$ cat src/rtl/lsu.sv
// RV32I load/store unit: decodes width/alignment, steers store lanes, extends
// load data, and runs a single-outstanding valid/ready access to data memory.
module lsu #(
  parameter int XLEN = 32
) (
  input  logic            clk,
  input  logic            rst_n,
  input  logic            req_valid,
  output logic            req_ready,
  input  logic            req_we,
  input  logic [2:0]      req_funct3,
  input  logic [XLEN-1:0] req_addr,
  input  logic [XLEN-1:0] req_wdata,
  output logic            resp_valid,
  output logic [XLEN-1:0] resp_rdata,
  output logic            resp_err,
  output logic            mem_valid,
  input  logic            mem_ready,
  output logic            mem_we,
  output logic [XLEN-1:0] mem_addr,
  output logic [3:0]      mem_wstrb,
  output logic [XLEN-1:0] mem_wdata,
  input  logic            mem_rvalid,
  input  logic [XLEN-1:0] mem_rdata,
  input  logic            mem_err
);

  typedef enum logic [1:0] {IDLE, REQ, WAIT, RESP} state_e;

  state_e state_q, state_d;

  logic            we_q, we_d;
  logic [2:0]      f3_q, f3_d;
  logic [1:0]      off_q, off_d;
  logic            mem_valid_q, mem_valid_d;
  logic            mem_we_q, mem_we_d;
  logic [XLEN-1:0] mem_addr_q, mem_addr_d;
  logic [3:0]      mem_wstrb_q, mem_wstrb_d;
  logic [XLEN-1:0] mem_wdata_q, mem_wdata_d;
  logic            resp_valid_q, resp_valid_d;
  logic            resp_err_q, resp_err_d;
  logic [XLEN-1:0] resp_rdata_q, resp_rdata_d;

  logic            req_illegal;
  logic            req_misaligned;
  logic            req_bad;
  logic [3:0]      st_wstrb;
  logic [XLEN-1:0] st_wdata;
  logic [XLEN-1:0] ld_byte_word;
  logic [XLEN-1:0] ld_half_word;
  logic [XLEN-1:0] ld_data;

  // Request decode: only B/H/W/BU/HU exist, and unsigned widths are load-only.
  always_comb begin
    req_illegal = 1'b0;
    case (req_funct3)
      3'b011, 3'b110, 3'b111: req_illegal = 1'b1;
      3'b100, 3'b101:         req_illegal = req_we;
      default:                req_illegal = 1'b0;
    endcase
  end

  always_comb begin
    req_misaligned = 1'b0;
    case (req_funct3[1:0])
      2'b01:   req_misaligned = req_addr[0];
      2'b10:   req_misaligned = (req_addr[1:0] != 2'b00);
      default: req_misaligned = 1'b0;
    endcase
  end

  assign req_bad = req_illegal | req_misaligned;

  always_comb begin
    st_wstrb = 4'b0000;
    st_wdata = '0;
    if (req_we) begin
      case (req_funct3[1:0])
        2'b00: begin
          st_wstrb = 4'b0001 << req_addr[1:0];
          st_wdata = {4{req_wdata[7:0]}};
        end
        2'b01: begin
          st_wstrb = req_addr[1] ? 4'b1100 : 4'b0011;
          st_wdata = {2{req_wdata[15:0]}};
        end
        default: begin
          st_wstrb = 4'b1111;
          st_wdata = req_wdata;
        end
      endcase
    end
  end

  // Load lane extraction uses the byte offset latched at request time.
  assign ld_byte_word = mem_rdata >> {off_q, 3'b000};
  assign ld_half_word = mem_rdata >> {off_q[1], 4'b0000};

  always_comb begin
    ld_data = mem_rdata;
    case (f3_q)
      3'b000:  ld_data = {{24{ld_byte_word[7]}}, ld_byte_word[7:0]};
      3'b001:  ld_data = {{16{ld_half_word[15]}}, ld_half_word[15:0]};
      3'b100:  ld_data = {24'd0, ld_byte_word[7:0]};
      3'b101:  ld_data = {16'd0, ld_half_word[15:0]};
      default: ld_data = mem_rdata;
    endcase
  end

  always_ff @(posedge clk or negedge rst_n) begin
    if (!rst_n) begin
      state_q <= IDLE;
    end else begin
      state_q <= state_d;
    end
  end

  always_comb begin
    state_d = state_q;
    case (state_q)
      IDLE: if (req_valid) state_d = req_bad ? RESP : REQ;
      REQ:  if (mem_ready) state_d = WAIT;
      WAIT: if (mem_rvalid) state_d = RESP;
      RESP: state_d = IDLE;
      default: state_d = IDLE;
    endcase
  end

  // Output/next-value logic; every bus and response output comes from a register.
  always_comb begin
    we_d         = we_q;
    f3_d         = f3_q;
    off_d        = off_q;
    mem_valid_d  = mem_valid_q;
    mem_we_d     = mem_we_q;
    mem_addr_d   = mem_addr_q;
    mem_wstrb_d  = mem_wstrb_q;
    mem_wdata_d  = mem_wdata_q;
    resp_valid_d = 1'b0;
    resp_err_d   = resp_err_q;
    resp_rdata_d = resp_rdata_q;
    case (state_q)
      IDLE: begin
        if (req_valid) begin
          if (req_bad) begin
            resp_valid_d = 1'b1;
            resp_err_d   = 1'b1;
            resp_rdata_d = '0;
          end else begin
            we_d        = req_we;
            f3_d        = req_funct3;
            off_d       = req_addr[1:0];
            mem_valid_d = 1'b1;
            mem_we_d    = req_we;
            mem_addr_d  = {req_addr[XLEN-1:2], 2'b00};
            mem_wstrb_d = st_wstrb;
            mem_wdata_d = st_wdata;
          end
        end
      end
      REQ: begin
        if (mem_ready) mem_valid_d = 1'b0;
      end
      WAIT: begin
        if (mem_rvalid) begin
          resp_valid_d = 1'b1;
          resp_err_d   = mem_err;
          resp_rdata_d = (we_q || mem_err) ? '0 : ld_data;
        end
      end
      default: ;
    endcase
  end

  always_ff @(posedge clk or negedge rst_n) begin
    if (!rst_n) begin
      we_q         <= 1'b0;
      f3_q         <= 3'b000;
      off_q        <= 2'b00;
      mem_valid_q  <= 1'b0;
      mem_we_q     <= 1'b0;
      mem_addr_q   <= '0;
      mem_wstrb_q  <= 4'b0000;
      mem_wdata_q  <= '0;
      resp_valid_q <= 1'b0;
      resp_err_q   <= 1'b0;
      resp_rdata_q <= '0;
    end else begin
      we_q         <= we_d;
      f3_q         <= f3_d;
      off_q        <= off_d;
      mem_valid_q  <= mem_valid_d;
      mem_we_q     <= mem_we_d;
      mem_addr_q   <= mem_addr_d;
      mem_wstrb_q  <= mem_wstrb_d;
      mem_wdata_q  <= mem_wdata_d;
      resp_valid_q <= resp_valid_d;
      resp_err_q   <= resp_err_d;
      resp_rdata_q <= resp_rdata_d;
    end
  end

  assign req_ready  = (state_q == IDLE);
  assign mem_valid  = mem_valid_q;
  assign mem_we     = mem_we_q;
  assign mem_addr   = mem_addr_q;
  assign mem_wstrb  = mem_wstrb_q;
  assign mem_wdata  = mem_wdata_q;
  assign resp_valid = resp_valid_q;
  assign resp_err   = resp_err_q;
  assign resp_rdata = resp_rdata_q;

endmodule

$ cat config.mk
export PLATFORM = sky130hd
export DESIGN_NAME = lsu
export DESIGN_NICKNAME = d
export VERILOG_FILES = /design/src/rtl/lsu.sv
export SDC_FILE = /design/constraint.sdc
export NUM_CORES = 1
export LEC_CHECK = 0
export ABC_AREA = 1
export CAP_MARGIN = 20
export CORE_ASPECT_RATIO = 1.75
export CORE_UTILIZATION = 50
export CTS_BUF_LIST = sky130_fd_sc_hd__clkbuf_4 sky130_fd_sc_hd__clkbuf_8
export CTS_CLUSTER_DIAMETER = 150
export DETAILED_ROUTE_END_ITERATION = 16
export PLACE_DENSITY = 0.87
export SLEW_MARGIN = 15
export SYNTH_ARGS = -nofsm -noshare
export SYNTH_HDL_FRONTEND = slang
export SYNTH_SLANG_ARGS = --single-unit
$ cat constraint.sdc
create_clock -name clk -period 3.57 [get_ports clk]
set_clock_uncertainty 0.15 [all_clocks]
set_input_delay 0.5355 -clock clk [delete_from_list [all_inputs] [get_ports clk]]
set_output_delay 0.5355 -clock clk [all_outputs]
set_load 0.01 [all_outputs]
==> implementation parameters, run 1 <==
Parameter                              Value

Outcome
  Run status ... complete, but fails checks
  Violated checks ... hold timing

Worst setup path
  Delay contributed by the slowest stage of the critical path ... 0.52 ns
  Crit Reg-Reg Startpoint ... off_q[1]
  Worst reg2reg endpoint ... resp_rdata[17]
  Required time of the critical path ... 3.74 ns
  Cell with the largest stage delay on the worst path ... clkdlybuf4s50_1
  Cell mode on critical path ... nand2_1
  WS Path Type ... in -> reg
  Crit start category ... primary input
  FF-to-FF setup slack ... 1.09 ns
  Crit path DAT ... 2.88 ns
  Ordered list of cells on the worst path ... clkdlybuf4s50_1, inv_1, ha_1, nand2_1, nand2_1, nand2_1, nand3_1, nor2_2, nand2_2, buf_12, nand2_1, nand2_1
  Worst Setup End Kind ... flop
  Crit path capture ... mem_wdata[25]
  Crit path max fanout ... 54
  Critical Path Source ... req_funct3[1]
  Cells on worst reg2reg path ... 7

Finish
  N_diodes ... 0
  Area added between synthesis and finish ... 40.8%
  Share of post-route cells with drive strength above 1 ... 4.74%
  Top library cells by usage in the layout, fill and taps aside ... nand2_1, clkdlybuf4s50_1, dfrtp_1
  Commonest non-fill, non-tap cell in the layout ... nand2_1
  Count of non-filler cells in the finished layout ... 1079
  NumNets Final ... 1057
  Design Area, Final ... 7900 µm²

Logic synthesis
  Sequential fraction of the synthesis area ... 48.6%
  Library cell occupying the most area in the post-synthesis netlist ... dfrtp_1
  Yosys warns ... 0
  Largest cells by area after synthesis ... dfrtp_1, nand2_1, nand3_1
  Number of flops mapped to enable cells by yosys ... 0
  Distinct cells, synth ... 28
  Share of async-settable or async-resettable flops after synthesis ... 100%
  Area fraction of the dominant cell type after synthesis ... 48.6%
  Gate count of the mapped netlist ... 759
  Average cell area after synthesis ... 7.39 µm²
  Most used flip-flop cell after synthesis ... dfrtp_1
  Total standard cell area after synthesis ... 5610 µm²
  Flop and latch count out of synthesis ... 109

Detailed routing
  WL per Instance ... 15.1 µm
  Total via count after detailed routing ... 5640
  Uppermost layer routed ... met4
  Iteration count of the initial detailed-routing pass ... 5
  Number of nets still failing antenna checks after routing ... 0
  Avg Vias per Cell ... 5.23
  Initial detailed-routing violation count ... 300
  WL met3 ... 1310 µm
  Metal2 WL ... 8280 µm
  Remaining design rule violation count ... 0
  M1 WL ... 5720 µm
  Total wirelength of the detailed-routed design ... 16300 µm

Timing
  Final hold violation count ... 4
  Minimum clock period after layout ... 2.71 ns
  Setup repair after global routing missed its margin ... false
  TNS Setup ... 0 ns
  Max-slew violations ... 0
  Slew of the pin with the lowest slew margin ... 0.721 ns
  Top achievable clock speed ... 369 MHz
  Final hold slack ... -0.00437 ns
  Worst slew slack as a fraction of its limit ... 51.9%
  Final Cycle Share ... 75.9%
  Setup violation total in the final timing report ... 0

Global route
  Number of antenna violations at the first check in global routing ... 0
  Wire length of the first global-routing pass ... 26100 µm
  Vias in the first global route ... 5551
  Total global routing track utilization ... 29.4%
  Pin count of the biggest net entering global routing ... 67
  Global route total overflow ... 0

Placement
  Total placed cells including tap cells ... 1063
  Half-perimeter wire length of the detailed placement result ... 12100 µm
  Cell Area, Placed ... 7710 µm²
  PortBufs ... 208
  Global placer's final weighted congestion ... 0.926

Floorplan
  Initial core utilization ... 51.8%
  Die outline area ... 11700 µm²
  Row cnt ... 50
  Std-Cell Core Area ... 10800 µm²
  Count of boundary I/O pins ... 211
  Die Height ... 142 µm
  Width of the chip ... 82.0 µm

Clock network
  Total number of clock tree sinks ... 109
  # resized after CTS ... 0
  TritonCTS clock tree ... done
  Clock H-tree levels ... 3
  CTS clk-pin slew, worst paths ... 0.10 ns
  Inserted Clock Buffers ... 9
  CTS Root Cell ... clkbuf_8
  Post-CTS Repair Setup Buffers ... 0
  Clock tree buffer depth ... 2
  Clock insertion delay at the later pin of the skew report ... 0.38 ns
  # hold bufs at CTS ... 0

Power and ir drop
  Switching Power ... 0.00232 W
  Cell Pwr Density ... 723 nW/µm²
  Static Leakage ... 3.87 nW
  Internal cell power ... 0.00338 W
  Power share of the sequential group ... 36.7%
  Maximum vdd drop ... 0.000384 V
  Switching Share ... 40.7%
  Comb power frac ... 50.7%
  Total power after layout ... 0.00571 W
  Power share of the clock group ... 12.5%

Run
  Max-cap violation count ... 0

Min path
  Hold crit path type ... in -> async
-- cell families after synthesis --
group / share of synthesized area [%]
compound gates: 8.41
fa+ha+maj: 1.56
buf+inv: 7.63
simple gates: 33.7
other cells: 0.0669
flops: 48.6
-- metrics by stage --
stage | setup WS (ns) | utilization (%) | hold slack (ns)
final | 0.859 | 73.0 | -0.00437
after CTS | 0.884 | 73.0 | 0.00880
after global placement | 0.617 | 71.3 | 0.304
after floorplan | 1.55 | - | 0.0899
after detailed placement | 0.479 | 71.3 | 0.307
after global routing | 0.687 | 73.0 | 0.0192
-- cells in the mapped netlist (all sizes together), types with 3 or more instances --
cell type	number
or2	5
clkbuf	11
nand3	59
nand2	325
dfrtp	109
a21oi	26
o21ai	64
buf	34
nor3	3
inv	40
nor2	71
ha	7
-- worst min-delay path by stage --
stage	slack, ns	depth (start not counted)	startpoint	endpoint
floorplan	0.09	0	rst_n	f3_q[0]
global placement	0.30	2	mem_addr[17]	mem_addr[17]
detailed placement	0.31	2	mem_addr[15]	mem_addr[15]
CTS	0.009	1	rst_n	mem_addr[23]
global route	0.02	1	rst_n	mem_addr[23]
finish	-0.004	1	rst_n	mem_wdata[6]
-- state kept, by name, summed over array words and instances (netlist names) --
| signal | cells |
|---|---|
| mem_valid | 1 |
| f3_q | 3 |
| mem_we | 1 |
| mem_wstrb | 4 |
| off_q | 2 |
| state_q | 2 |
| mem_wdata | 32 |
| resp_rdata | 32 |
| mem_addr | 30 |
| resp_err | 1 |
| resp_valid | 1 |
-- power by group through the flow --
stage	clock [W]	sequential, W	combinational, W
6_report	0.000715	0.00210	0.00289
3_3_place_gp	0	0.00210	0.00284
2_1_floorplan	0	0.00222	0.00135
5_1_grt	0.000779	0.00216	0.00318
4_1_cts	0.000727	0.00209	0.00291
3_5_place_dp	0	0.00210	0.00290
-- worst max-delay path: cells and delay by family --
family                   cells  cell delay [ns]
buffers and inverters        3             1.05
AND/OR/NAND/NOR              8             0.83
adder cells (fa/ha/maj)      1             0.42
-- area by class of cell --
class                   count  area [µm²]
multi-input cells         566        2450
clock buffers              11         139
inverters                  40         150
well taps                 130         163
fillers                   852        2930
clock inverters             5        45.0
flip-flops and latches    109        2730
repair buffers            218        2220
-- layer usage --
layer,up-vias,global-route usage [%]
met3,65,6.99
met4,0,18.3
met2,285,48.8
met5,-,0
li1,2744,-
met1,2546,32.9
No activity file was read; power rests on OpenSTA's default activity.
==> run 2: changes to the inputs <==
--- a/config.mk
+++ b/config.mk
@@ -8,11 +8,11 @@
 export ABC_AREA = 1
 export CAP_MARGIN = 20
 export CORE_ASPECT_RATIO = 1.75
-export CORE_UTILIZATION = 50
+export CORE_UTILIZATION = 42
 export CTS_BUF_LIST = sky130_fd_sc_hd__clkbuf_4 sky130_fd_sc_hd__clkbuf_8
 export CTS_CLUSTER_DIAMETER = 150
 export DETAILED_ROUTE_END_ITERATION = 16
-export PLACE_DENSITY = 0.87
+export PLACE_DENSITY = 0.78
 export SLEW_MARGIN = 15
 export SYNTH_ARGS = -nofsm -noshare
 export SYNTH_HDL_FRONTEND = slang
==> constraint.sdc (replaced) <==
create_clock -name clk -period 2.4 [get_ports clk]
set_clock_uncertainty 0.15 [all_clocks]
set_input_delay 0.36 -clock clk [delete_from_list [all_inputs] [get_ports clk]]
set_output_delay 0.36 -clock clk [all_outputs]
set_load 0.01 [all_outputs]
==> run 2 against run 1 <==
  * The run now ends clean
  * Worst hold slack better by 0.31 ns
  * Global-route usage is 4.9 points lower
  * Sequential share of layout area decreased by 0.91 points
  * Cell count is 5.3% higher
  * Register-to-register slack got worse by 0.66 ns
  * First-iteration DRC count decreased by 18%
  * Via count fell by 2.1%
  * Critical path type is now reg -> out
  * Critical endpoint is now req_ready
  * Largest power group unchanged
==> implementation parameters, run 2 (same netlist as run 1, synthesis figures left out) <==
Parameter                              Value

Power and ir drop
  Maximum vdd drop ... 0.000533 V (was 0.000384 V)
  Cell Pwr Density ... 1070 nW/µm² (was 723 nW/µm²)
  Total power after layout ... 0.00870 W (was 0.00571 W)
  Static Leakage ... 3.97 nW (was 3.87 nW)

Clock network
  # hold bufs at CTS ... 1 (was 0)
  # resized after CTS ... 0 (unchanged)
  Clock tree buffer depth ... 2 (unchanged)
  CTS clk-pin slew, worst paths ... 0.11 ns (was 0.10 ns)
  Inserted Clock Buffers ... 9 (unchanged)
  CTS Root Cell ... clkbuf_8 (unchanged)
  Total number of clock tree sinks ... 109 (unchanged)
  TritonCTS clock tree ... done (unchanged)
  Post-CTS Repair Setup Buffers ... 0 (unchanged)
  Clock H-tree levels ... 3 (unchanged)
  Clock insertion delay at the later pin of the skew report ... 0.37 ns (was 0.38 ns)

Outcome
  Run status ... finished, final reports clean (was complete, but fails checks)

Detailed routing
  Remaining design rule violation count ... 0 (unchanged)
  Iteration count of the initial detailed-routing pass ... 6 (was 5)
  Initial detailed-routing violation count ... 246 (was 300)
  Total via count after detailed routing ... 5522 (was 5640)
  Avg Vias per Cell ... 4.86 (was 5.23)
  Total wirelength of the detailed-routed design ... 16700 µm (was 16300 µm)
  WL per Instance ... 14.7 µm (was 15.1 µm)
  Number of nets still failing antenna checks after routing ... 0 (unchanged)

Finish
  Area added between synthesis and finish ... 44.6% (was 40.8%)
  Top library cells by usage in the layout, fill and taps aside ... nand2_1, clkdlybuf4s50_1, dfrtp_1 (unchanged)
  Share of post-route cells with drive strength above 1 ... 6.22% (was 4.74%)
  N_diodes ... 0 (unchanged)
  Commonest non-fill, non-tap cell in the layout ... nand2_1 (unchanged)
  NumNets Final ... 1073 (was 1057)
  Count of non-filler cells in the finished layout ... 1136 (was 1079)

Placement
  Dpl ws ... -0.0283 ns (was 0.479 ns)
  Half-perimeter wire length of the detailed placement result ... 12500 µm (was 12100 µm)
  PortBufs ... 208 (unchanged)
  Total placed cells including tap cells ... 1119 (was 1063)
  Global placer's final weighted congestion ... 0.889 (was 0.926)

Timing
  Setup repair after global routing missed its margin ... false (unchanged)
  Max-slew violations ... 0 (unchanged)
  Setup slack after layout ... 0.104 ns (was 0.859 ns)
  Worst slew slack as a fraction of its limit ... 61.0% (was 51.9%)
  Final hold slack ... 0.306 ns (was -0.00437 ns)
  Top achievable clock speed ... 436 MHz
  Final Cycle Share ... 95.7%
  Minimum clock period after layout ... 2.30 ns
  Setup violation total in the final timing report ... 0 (unchanged)
  Final hold violation count ... 0 (was 4)
  Slew of the pin with the lowest slew margin ... 0.582 ns (was 0.721 ns)

Floorplan
  Std-Cell Core Area ... 13000 µm² (was 10800 µm²)
  Die outline area ... 13800 µm² (was 11700 µm²)
  Die Height ... 155 µm (was 142 µm)
  Row cnt ... 55 (was 50)
  Initial core utilization ... 43.1% (was 51.8%)
  Width of the chip ... 89.3 µm (was 82.0 µm)
  Count of boundary I/O pins ... 211 (unchanged)

Worst setup path
  Delay contributed by the slowest stage of the critical path ... 0.59 ns (was 0.52 ns)
  Worst reg2reg endpoint ... resp_rdata[16] (was resp_rdata[17])
  Required time of the critical path ... 1.89 ns (was 3.74 ns)
  Cells on worst reg2reg path ... 9 (was 7)
  WS Path Type ... reg -> out (was in -> reg)
  Cell with the largest stage delay on the worst path ... clkdlybuf4s50_1 (unchanged)
  Crit start category ... flop (was primary input)
  Crit path DAT ... 1.79 ns (was 2.88 ns)
  Crit Reg-Reg Startpoint ... state_q[0] (was off_q[1])
  Critical Path Source ... state_q[1] (was req_funct3[1])
  FF-to-FF setup slack ... 0.43 ns (was 1.09 ns)
  Crit path max fanout ... 7 (was 54)
  Worst Setup End Kind ... primary output (was flop)
  Ordered list of cells on the worst path ... inv_1, ha_1, clkdlybuf4s50_1 (was clkdlybuf4s50_1, inv_1, ha_1, nand2_1, nand2_1, nand2_1, nand3_1, nor2_2, nand2_2, buf_12, nand2_1, nand2_1)

Run
  Max-cap violation count ... 0 (unchanged)

Global route
  Total global routing track utilization ... 24.4% (was 29.4%)
  Global route total overflow ... 0 (unchanged)
  Pin count of the biggest net entering global routing ... 68 (was 67)
  Number of antenna violations at the first check in global routing ... 0 (unchanged)
  Vias in the first global route ... 5450 (was 5551)
  Wire length of the first global-routing pass ... 25800 µm (was 26100 µm)

Min path
  Hold crit path type ... in -> async (unchanged)
[run 2: cell types whose count changed in the layout (fill, tap and decap cells not counted)]
cell and delta:
buf_4 +14, inv_6 +3, clkinv_4 -2, buf_12 +1
bufinv_16 +1, clkbuf_4 -1, clkbuf_8 +1, clkinvlp_4 -1
dlygate4sd3_1 +1, inv_8 -1
[run 2: routing by layer]
| layer | vias up | track usage, % | routed length (µm) |
|---|---|---|---|
| met1 | 2525 | 25.6 | 6140 |
| met3 | 39 | 4.54 | 828 |
| li1 | 2775 | - | - |
| met4 | 0 | 11.3 | 606 |
| met2 | 183 | 45.4 | 9080 |
| met5 | - | 0 | 0 |
[run 2: critical path: cells and delay by family (launching register included)]
kind       cells  cell delay [ns]
buf+inv        2             0.69
fa+ha+maj      1             0.31
flops          1             0.41
[run 2: how the worst max path moves through the flow]
stage	end	slack [ns]	cells after the start
2_1_floorplan	mem_addr[10]	0.56	13
3_3_place_gp	f3_q[1]	0.01	9
3_5_place_dp	mem_wdata[31]	-0.03	9
4_1_cts	req_ready	0.09	3
5_1_grt	req_ready	0.06	3
6_report	req_ready	0.10	3
[run 2: cell type report]
cell class / instances / area (µm²)
inverter: 40 / 150
sequential: 109 / 2730
clock buffer: 11 / 145
timing repair buffer: 234 / 2350
fill: 1158 / 4900
tap: 171 / 214
clock inverter: 5 / 65.1
multi-input combinational: 566 / 2450
[run 2: power breakdown]
group | internal [W] | switching (W)
Sequential | 0.00257 | 0.000495
Clock | 0.000537 | 0.000645
Combinational | 0.00214 | 0.00231
[run 2: metrics by stage]
stage / area, µm² / TNS, ns / util (%)
final: 8110 / 0 / 62.3
after global routing: 8110 / 0 / 62.3
after CTS: 8110 / 0 / 62.3
after detailed placement: 7890 / -0.0941 / 60.7
after global placement: 7890 / 0 / 60.7
after floorplan: 5610 / 0 / -
